<file path="config.mk">
export PLATFORM = sky130hd
export DESIGN_NAME = svm_decision_funct
export DESIGN_NICKNAME = d
export VERILOG_FILES = /design/src/rtl/svm_pkg.sv /design/src/rtl/svm_dot_mac.sv /design/src/rtl/svm_decision_funct.sv
export SDC_FILE = /design/constraint.sdc
export NUM_CORES = 2
export LEC_CHECK = 0
export ABC_AREA = 1
export BUFFER_PORTS_ARGS = -buffer_cell sky130_fd_sc_hd__buf_2
export CORE_UTILIZATION = 50
export DETAILED_ROUTE_END_ITERATION = 10
export GPL_TIMING_DRIVEN = 0
export PLACE_DENSITY = 0.73
export SLEW_MARGIN = 30
export SYNTH_ARGS = -nofsm -noshare
export SYNTH_HDL_FRONTEND = slang
export SYNTH_HIERARCHICAL = 1
export SYNTH_SLANG_ARGS = --single-unit
export TNS_END_PERCENT = 100
</file>
<file path="constraint.sdc">
create_clock -name clk -period 9.2 [get_ports clk]
set_input_delay 0.46 -clock clk [delete_from_list [all_inputs] [get_ports clk]]
set_output_delay 0.46 -clock clk [all_outputs]
set_load 0.01 [all_outputs]
</file>
<file path="src/rtl/svm_pkg.sv">
// Shared types and width helpers for the linear-kernel SVM decision stage.
package svm_pkg;

  // state | meaning
  // IDLE  | waiting for decision_funct_en with memory ready
  // FETCH | issuing one pixel read per unstalled cycle for the current SV
  // DRAIN | capturing the product of the last read of this SV
  // SCALE | sum += alpha * dot, then next SV or on to BIAS
  // BIAS  | sum += bias, result registered
  // DONE  | done pulse, result valid
  typedef enum logic [2:0] {
    ST_IDLE,
    ST_FETCH,
    ST_DRAIN,
    ST_SCALE,
    ST_BIAS,
    ST_DONE
  } state_e;

  // Address and index widths never drop below one bit.
  function automatic int clog2_min1(input int v);
    if (v <= 2) return 1;
    return $clog2(v);
  endfunction

  // Unsigned dot-product width: N products of two pixels cannot overflow it.
  function automatic int dot_width(input int xlen, input int n);
    return 2 * xlen + clog2_min1(n);
  endfunction

  localparam int DEF_XLEN_PIXEL    = 8;
  localparam int DEF_NUM_OF_PIXELS = 784;
  localparam int DEF_NUM_OF_SV     = 10;
  localparam int DEF_ALPHA_W       = 16;
  localparam int DEF_ACC_W         = 48;
  localparam int DEF_DOT_W         = dot_width(DEF_XLEN_PIXEL, DEF_NUM_OF_PIXELS);
  localparam int DEF_X_AW          = clog2_min1(DEF_NUM_OF_PIXELS);
  localparam int DEF_SV_AW         = clog2_min1(DEF_NUM_OF_PIXELS * DEF_NUM_OF_SV);

endpackage

</file>
<file path="src/rtl/svm_dot_mac.sv">
// Unsigned pixel multiply-accumulate for one support-vector dot product.
// Read data arrives one cycle after the read strobe, so the strobe is delayed
// by one flop to qualify the capture.
module svm_dot_mac
  import svm_pkg::*;
#(
  parameter int XLEN_PIXEL = DEF_XLEN_PIXEL,
  parameter int DOT_W      = DEF_DOT_W
) (
  input  logic                  clk,
  input  logic                  rst,
  input  logic                  clear_i,
  input  logic                  rd_en_i,
  input  logic [XLEN_PIXEL-1:0] x_pixel_i,
  input  logic [XLEN_PIXEL-1:0] sv_pixel_i,
  output logic [DOT_W-1:0]      dot_o
);

  localparam int PROD_W = 2 * XLEN_PIXEL;

  logic             cap_q;
  logic [DOT_W-1:0] dot_q;
  logic [PROD_W-1:0] prod;
  logic [DOT_W-1:0]  prod_ext;

  // Full-width unsigned pixel product, zero-extended to the accumulator.
  always_comb begin
    prod     = {{XLEN_PIXEL{1'b0}}, x_pixel_i} * {{XLEN_PIXEL{1'b0}}, sv_pixel_i};
    prod_ext = {{(DOT_W - PROD_W){1'b0}}, prod};
  end

  // Capture-valid flop and accumulator; clear wins over a capture.
  always_ff @(posedge clk) begin
    if (rst) begin
      cap_q <= 1'b0;
      dot_q <= '0;
    end else begin
      cap_q <= rd_en_i;
      if (clear_i) begin
        dot_q <= '0;
      end else if (cap_q) begin
        dot_q <= dot_q + prod_ext;
      end
    end
  end

  assign dot_o = dot_q;

endmodule

</file>
<file path="src/rtl/svm_decision_funct.sv">
// Linear-kernel SVM decision value: sum_k alpha_k * <x, sv_k> + bias.
// Reads one pixel pair per unstalled FETCH cycle, scales each finished dot
// product by its signed alpha and emits score plus a sign decision.
module svm_decision_funct
  import svm_pkg::*;
#(
  parameter int XLEN_PIXEL    = DEF_XLEN_PIXEL,
  parameter int NUM_OF_PIXELS = DEF_NUM_OF_PIXELS,
  parameter int NUM_OF_SV     = DEF_NUM_OF_SV,
  parameter int ALPHA_W       = DEF_ALPHA_W,
  parameter int ACC_W         = DEF_ACC_W
) (
  input  logic                                             clk,
  input  logic                                             rst,
  input  logic                                             decision_funct_en,
  input  logic                                             stall_MEM,
  input  logic [XLEN_PIXEL-1:0]                            x_pixel,
  input  logic [XLEN_PIXEL-1:0]                            sv_pixel,
  input  logic signed [ALPHA_W-1:0]                        alpha_in,
  input  logic signed [ALPHA_W-1:0]                        bias,
  output logic                                             rd_en,
  output logic [clog2_min1(NUM_OF_PIXELS)-1:0]             x_rd_addr,
  output logic [clog2_min1(NUM_OF_PIXELS*NUM_OF_SV)-1:0]   sv_rd_addr,
  output logic [clog2_min1(NUM_OF_SV)-1:0]                 sv_idx,
  output logic                                             busy,
  output logic                                             done,
  output logic signed [ACC_W-1:0]                          score,
  output logic                                             decision
);

  localparam int X_AW   = clog2_min1(NUM_OF_PIXELS);
  localparam int SV_AW  = clog2_min1(NUM_OF_PIXELS * NUM_OF_SV);
  localparam int IDX_W  = clog2_min1(NUM_OF_SV);
  localparam int DOT_W  = dot_width(XLEN_PIXEL, NUM_OF_PIXELS);
  localparam int PROD_W = ALPHA_W + DOT_W + 1;

  localparam logic [X_AW-1:0]  PIX_LAST = X_AW'(NUM_OF_PIXELS - 1);
  localparam logic [IDX_W-1:0] IDX_LAST = IDX_W'(NUM_OF_SV - 1);

  state_e                   state_q;
  logic [X_AW-1:0]          pix_q;
  logic [SV_AW-1:0]         sv_addr_q;
  logic [IDX_W-1:0]         sv_idx_q;
  logic signed [ACC_W-1:0]  sum_q;
  logic signed [ACC_W-1:0]  score_q;
  logic                     decision_q;
  logic                     done_q;
  logic                     busy_q;

  logic                     start;
  logic                     mac_clear;
  logic [DOT_W-1:0]         dot;
  logic signed [PROD_W-1:0] alpha_x;
  logic signed [PROD_W-1:0] dot_x;
  logic signed [PROD_W-1:0] prod;
  logic signed [ACC_W-1:0]  scaled_ext;
  logic signed [ACC_W-1:0]  bias_ext;
  logic signed [ACC_W-1:0]  sum_bias_d;

  // Start qualification, read strobe and alpha/bias scaling arithmetic.
  always_comb begin
    start      = (state_q == ST_IDLE) && decision_funct_en && !stall_MEM;
    rd_en      = (state_q == ST_FETCH) && !stall_MEM;
    mac_clear  = start || (state_q == ST_SCALE);
    alpha_x    = {{(PROD_W - ALPHA_W){alpha_in[ALPHA_W-1]}}, alpha_in};
    dot_x      = {{(PROD_W - DOT_W){1'b0}}, dot};
    prod       = alpha_x * dot_x;
    scaled_ext = {{(ACC_W - PROD_W){prod[PROD_W-1]}}, prod};
    bias_ext   = {{(ACC_W - ALPHA_W){bias[ALPHA_W-1]}}, bias};
    sum_bias_d = sum_q + bias_ext;
  end

  svm_dot_mac #(
    .XLEN_PIXEL (XLEN_PIXEL),
    .DOT_W      (DOT_W)
  ) u_mac (
    .clk        (clk),
    .rst        (rst),
    .clear_i    (mac_clear),
    .rd_en_i    (rd_en),
    .x_pixel_i  (x_pixel),
    .sv_pixel_i (sv_pixel),
    .dot_o      (dot)
  );

  // Sequencer: address counters, SV index, alpha/bias accumulation, outputs.
  // The result is registered on the BIAS->DONE edge so score is already
  // valid in the cycle done is high.
  always_ff @(posedge clk) begin
    if (rst) begin
      state_q    <= ST_IDLE;
      pix_q      <= '0;
      sv_addr_q  <= '0;
      sv_idx_q   <= '0;
      sum_q      <= '0;
      score_q    <= '0;
      decision_q <= 1'b0;
      done_q     <= 1'b0;
      busy_q     <= 1'b0;
    end else begin
      done_q <= 1'b0;
      case (state_q)
        ST_IDLE: begin
          if (start) begin
            sum_q     <= '0;
            pix_q     <= '0;
            sv_addr_q <= '0;
            sv_idx_q  <= '0;
            busy_q    <= 1'b1;
            state_q   <= ST_FETCH;
          end
        end
        ST_FETCH: begin
          if (!stall_MEM) begin
            if (pix_q == PIX_LAST) begin
              state_q <= ST_DRAIN;
            end else begin
              pix_q     <= pix_q + X_AW'(1);
              sv_addr_q <= sv_addr_q + SV_AW'(1);
            end
          end
        end
        ST_DRAIN: begin
          state_q <= ST_SCALE;
        end
        ST_SCALE: begin
          sum_q <= sum_q + scaled_ext;
          if (sv_idx_q == IDX_LAST) begin
            state_q <= ST_BIAS;
          end else begin
            sv_idx_q  <= sv_idx_q + IDX_W'(1);
            pix_q     <= '0;
            sv_addr_q <= sv_addr_q + SV_AW'(1);
            state_q   <= ST_FETCH;
          end
        end
        ST_BIAS: begin
          sum_q      <= sum_bias_d;
          score_q    <= sum_bias_d;
          decision_q <= ~sum_bias_d[ACC_W-1];
          done_q     <= 1'b1;
          state_q    <= ST_DONE;
        end
        ST_DONE: begin
          busy_q  <= 1'b0;
          state_q <= ST_IDLE;
        end
        default: begin
          state_q <= ST_IDLE;
        end
      endcase
    end
  end

  assign x_rd_addr  = pix_q;
  assign sv_rd_addr = sv_addr_q;
  assign sv_idx     = sv_idx_q;
  assign busy       = busy_q;
  assign done       = done_q;
  assign score      = score_q;
  assign decision   = decision_q;

endmodule
</file>
==> reports/results.md <==
| Group | Parameter | Value |
|---|---|---|
| logic synthesis | Avg Synthesized Cell Area | 6.56 um2 |
| sta | Worst slew margin relative to its limit | 0.384 |
| cells and area | Final Instance Area | 32400 um2 |
| floorplan | Number of rows in the core area | 89 |
| route | Number of routed nets with antenna violations | 0 |
| logic synthesis | Share of the synthesized netlist area taken by xor and xnor gates | 0.00520 |
| logic synthesis | Adder-Cell Fraction of Synth Area | 0.383 |
| setup path | Startpoint Class | flop |
| route | Vias after detailed routing | 28272 |
| sta | Smallest setup slack after layout | 2030 ps |
| global routing | Largest net degree at the start of global routing | 34 |
| setup path | Crit path kind | flop to flop |
| route | Number of remaining DRC errors | 0 |
| route | Number of DRC markers after the initial detailed-route iteration | 2248 |
| clock network | Quantity of gates resized following cts | 0 |
| clock network | CTS H-tree lvls | 4 |
| floorplan | Initial cell density of the core | 0.510 |
| clock network | Number of sinks driven by the clock tree | 156 |
| setup path | Cell type with the highest occurrence count on the critical path | sky130_fd_sc_hd__nand2_1 |
| setup path | Critical path buffers and inverters | 8 |
| cells and area | Post-Layout Cell Count | 5531 |
| logic synthesis | Fraction of the yosys area taken by sequential cells | 0.103 |
| pwr | Worst supply voltage drop on vdd | 0.157 mV |
| clock network | Number of post-CTS setup repair buffers | 0 |
| logic synthesis | Combinational family with the most area after synthesis | adder cells |
| pwr | Static leakage | 19.4 nW |
| clock network | Number of hold-repair buffers added at the cts stage | 0 |
| placement | Half-perimeter wire length of the detailed placement result | 79700 um |
| cells and area | Net count, final | 5468 |
| placement | Pre-CTS setup slack | 2230 ps |
| route | Drt via density | 5.11 |
| pwr | Pwr Total | 2.84 mW |
| setup path | Critical path arrival | 7550 ps |
| sta | Final worst path period need | 7170 ps |
| global routing | Wire length of the first global-routing pass | 148000 um |
| sta | Final hold violation count | 0 |
| cells and area | Post-layout util | 0.545 |
| global routing | Antenna violations before repair | 1 |
| clock network | Cell chosen for the clock root | sky130_fd_sc_hd__clkbuf_16 |
| sta | Portion of the clock cycle consumed by the worst path in the final layout | 0.779 |
| setup path | Required time worst endpoint | 9580 ps |
| sta | Number of setup violations in the final report | 0 |
| floorplan | Die Wd | 248 um |
| placement | Final Wtd Congestion | 0.988 |
| min path | Hold Path Class | input port to flop |
| clock network | Total clock buffers created by CTS | 17 |
| floorplan | Number of top-level pins | 131 |
| sta | Highest Clock Rate | 140 MHz |
| logic synthesis | Number of instances in the synthesized netlist | 4626 |
| setup path | CP Max Fanout | 10 |
| placement | Number of I/O port buffers | 99 |
| cells and area | Most common cell after layout, fill and taps aside | sky130_fd_sc_hd__nand2_1 |
| sta | Total Neg Setup Slack | 0 ps |
| route | Total Wirelength | 92500 um |
| clock network | Clock latency on the worst-skew pair | 500 ps |
| setup path | Slowest stage cell, crit path | sky130_fd_sc_hd__clkbuf_1 |
| logic synthesis | Basic-gate share of the synthesized area counting and, or, nand and nor cells | 0.279 |
| sta | Count of final max-slew check failures | 0 |
| clock network | Clock-pin slew on the worst setup and hold paths | 80 ps |
| sta | Unrepaired setup endpoints after global routing | false |
| sta | Tightest hold margin | 182 ps |
| logic synthesis | Post-synthesis cell type count | 45 |
| pwr | Power Dens Cells | 87.7 nW/um2 |
| setup path | Top delay family on crit path | adder cells |
| cells and area | Filler cell count | 6005 |
| sta | Post-route clock skew | 23.0 ps |
| global routing | Overall track demand over capacity in global routing | 0.314 |
| logic synthesis | Mapped Area | 30300 um2 |
| logic synthesis | Synthesis warning total | 6 |
| placement | Cell Count Post-Placement | 5498 |
| clock network | CTS tree | built |
| clock network | Maximum clock path buffer count | 2 |
| logic synthesis | Total nets after synthesis | 5350 |
| floorplan | Die H | 248 um |
| outcome | Result of the run | finished, final reports clean |
| setup path | Worst setup EP type | flop |
| logic synthesis | Synth Area in Compound Gates | 0.0518 |
| logic synthesis | Share of flip-flops with an asynchronous set or reset | 0 |
| floorplan | Area inside the core boundary | 59500 um2 |
| global routing | Remaining global-route overflow | 0 |
| job | Number of max-cap violations | 0 |
| route | Average routed wire per standard cell | 16.7 um |
| logic synthesis | Multiplexer share of the synthesized area | 0 |
| logic synthesis | Count of flip-flops with a built-in enable after synthesis | 0 |
| route | First-pass iteration count of the detailed router | 7 |
| logic synthesis | Flip-flop and latch count after synthesis | 156 |
| sta | Measured slew at the worst slew-check pin | 924 ps |
| floorplan | Total die area | 61600 um2 |
| global routing | Via count of the first global-routing pass | 27803 |
| setup path | Stage delay of the slowest cell on the critical path | 630 ps |
| cells and area | Share of post-route cells with drive strength above 1 | 0.0475 |
| logic synthesis | Top FF cell, synth | sky130_fd_sc_hd__dfxtp_1 |
| cells and area | Highest-count cells in the layout ignoring fill and taps | sky130_fd_sc_hd__nand2_1, sky130_fd_sc_hd__inv_1, sky130_fd_sc_hd__fa_1 |
| placement | Standard cell area after detailed placement | 31800 um2 |
| cells and area | Signed area change from the synthesized netlist to the final layout | 6.91% |
-- final cells by class --
class                      instances  area (um2)  area share
antenna                            1        2.50   0.0000772
buffer                           151         601      0.0185
clock buffer                      17         425      0.0131
clock inverter                    15         204     0.00629
inverter                        1272        4780       0.147
multi-input combinational       3047       21800       0.673
sequential                       156        3120      0.0963
tap                              773         967      0.0298
timing repair buffer              99         495      0.0153
-- cell families (layout without fill, tap and decap cells) --
kind of cell | after synthesis | after routing
buf+inv | 1423 | 1554
fa+ha+maj | 672 | 672
xor+xnor | 18 | 18
compound gates | 290 | 290
other cells | 0 | 1
flops | 156 | 156
simple gates | 2067 | 2067
-- path summary, 6_finish.rpt --
path | start | end | slack (ps) | cells past startpoint
worst min register to register | score[32] | score[32] | 460 | 2
worst min-delay path | rst | u_mac/cap_q | 180 | 2
worst max-delay path | u_mac/dot_o[11] | sum_q[22] | 2030 | 26
worst max register to register | u_mac/dot_o[11] | sum_q[22] | 2030 | 26
-- synthesized netlist by cell type, types with 2 or more instances --
| cell type | instances | area [um2] |
|---|---|---|
| sky130_fd_sc_hd__o21ai_1 | 2 | 10.0 |
| sky130_fd_sc_hd__fa_1 | 428 | 8570 |
| sky130_fd_sc_hd__o21bai_1 | 14 | 105 |
| sky130_fd_sc_hd__buf_2 | 15 | 75.1 |
| sky130_fd_sc_hd__nand3_1 | 212 | 1060 |
| sky130_fd_sc_hd__ha_1 | 244 | 3050 |
| sky130_fd_sc_hd__nor3_1 | 25 | 125 |
| sky130_fd_sc_hd__nand2_1 | 1458 | 5470 |
| sky130_fd_sc_hd__nor2_1 | 248 | 931 |
| sky130_fd_sc_hd__nor2_4 | 5 | 56.3 |
| sky130_fd_sc_hd__nand3_2 | 8 | 80.1 |
| sky130_fd_sc_hd__inv_1 | 1265 | 4750 |
| sky130_fd_sc_hd__xnor2_1 | 4 | 35.0 |
| sky130_fd_sc_hd__o21ai_0 | 49 | 245 |
| sky130_fd_sc_hd__buf_4 | 2 | 15.0 |
| sky130_fd_sc_hd__a21o_1 | 7 | 52.6 |
| sky130_fd_sc_hd__nor4_1 | 14 | 87.6 |
| sky130_fd_sc_hd__and3_1 | 2 | 12.5 |
| sky130_fd_sc_hd__a31oi_1 | 17 | 106 |
| sky130_fd_sc_hd__and2_1 | 5 | 31.3 |
| sky130_fd_sc_hd__nor2_2 | 3 | 18.8 |
| sky130_fd_sc_hd__o211ai_1 | 7 | 52.6 |
| sky130_fd_sc_hd__inv_2 | 5 | 18.8 |
| sky130_fd_sc_hd__clkbuf_1 | 127 | 477 |
| sky130_fd_sc_hd__or2_2 | 34 | 213 |
| sky130_fd_sc_hd__dfxtp_1 | 156 | 3120 |
| sky130_fd_sc_hd__nand2_2 | 10 | 62.6 |
| sky130_fd_sc_hd__a21oi_2 | 3 | 26.3 |
| sky130_fd_sc_hd__xor2_1 | 14 | 123 |
| sky130_fd_sc_hd__a21oi_1 | 185 | 926 |
| sky130_fd_sc_hd__buf_1 | 6 | 22.5 |
| sky130_fd_sc_hd__nand4_1 | 19 | 119 |
| sky130_fd_sc_hd__nand2_4 | 2 | 22.5 |
| sky130_fd_sc_hd__a211oi_1 | 2 | 15.0 |
| sky130_fd_sc_hd__nor3_2 | 3 | 30.0 |
| sky130_fd_sc_hd__nand3b_1 | 17 | 128 |
-- report_power, final --
| part | internal (mW) | total, mW | switching (mW) |
|---|---|---|---|
| clock network | 0.376 | 0.763 | 0.387 |
| logic | 0.476 | 1.38 | 0.907 |
| registers | 0.685 | 0.697 | 0.0128 |
| total | 1.54 | 2.84 | 1.31 |
-- registers in the layout, summed over array words and instances (netlist names) --
name and flops:
sv_idx 4, u_mac/dot_o 26, x_rd_addr 10, sv_rd_addr 13
busy 1, decision 1, done 1, sum_q 48
u_mac/cap_q 1, state_q 3, score 48
-- per-layer routing --
metal | up-vias | GRT usage | wire, um
met5 | - | 0 | 9
met4 | 2 | 0.153 | 4800
met3 | 217 | 0.0419 | 7000
met2 | 1095 | 0.511 | 41500
met1 | 13220 | 0.412 | 39200
li1 | 13738 | - | -
Power figures use the tool's default switching activity.
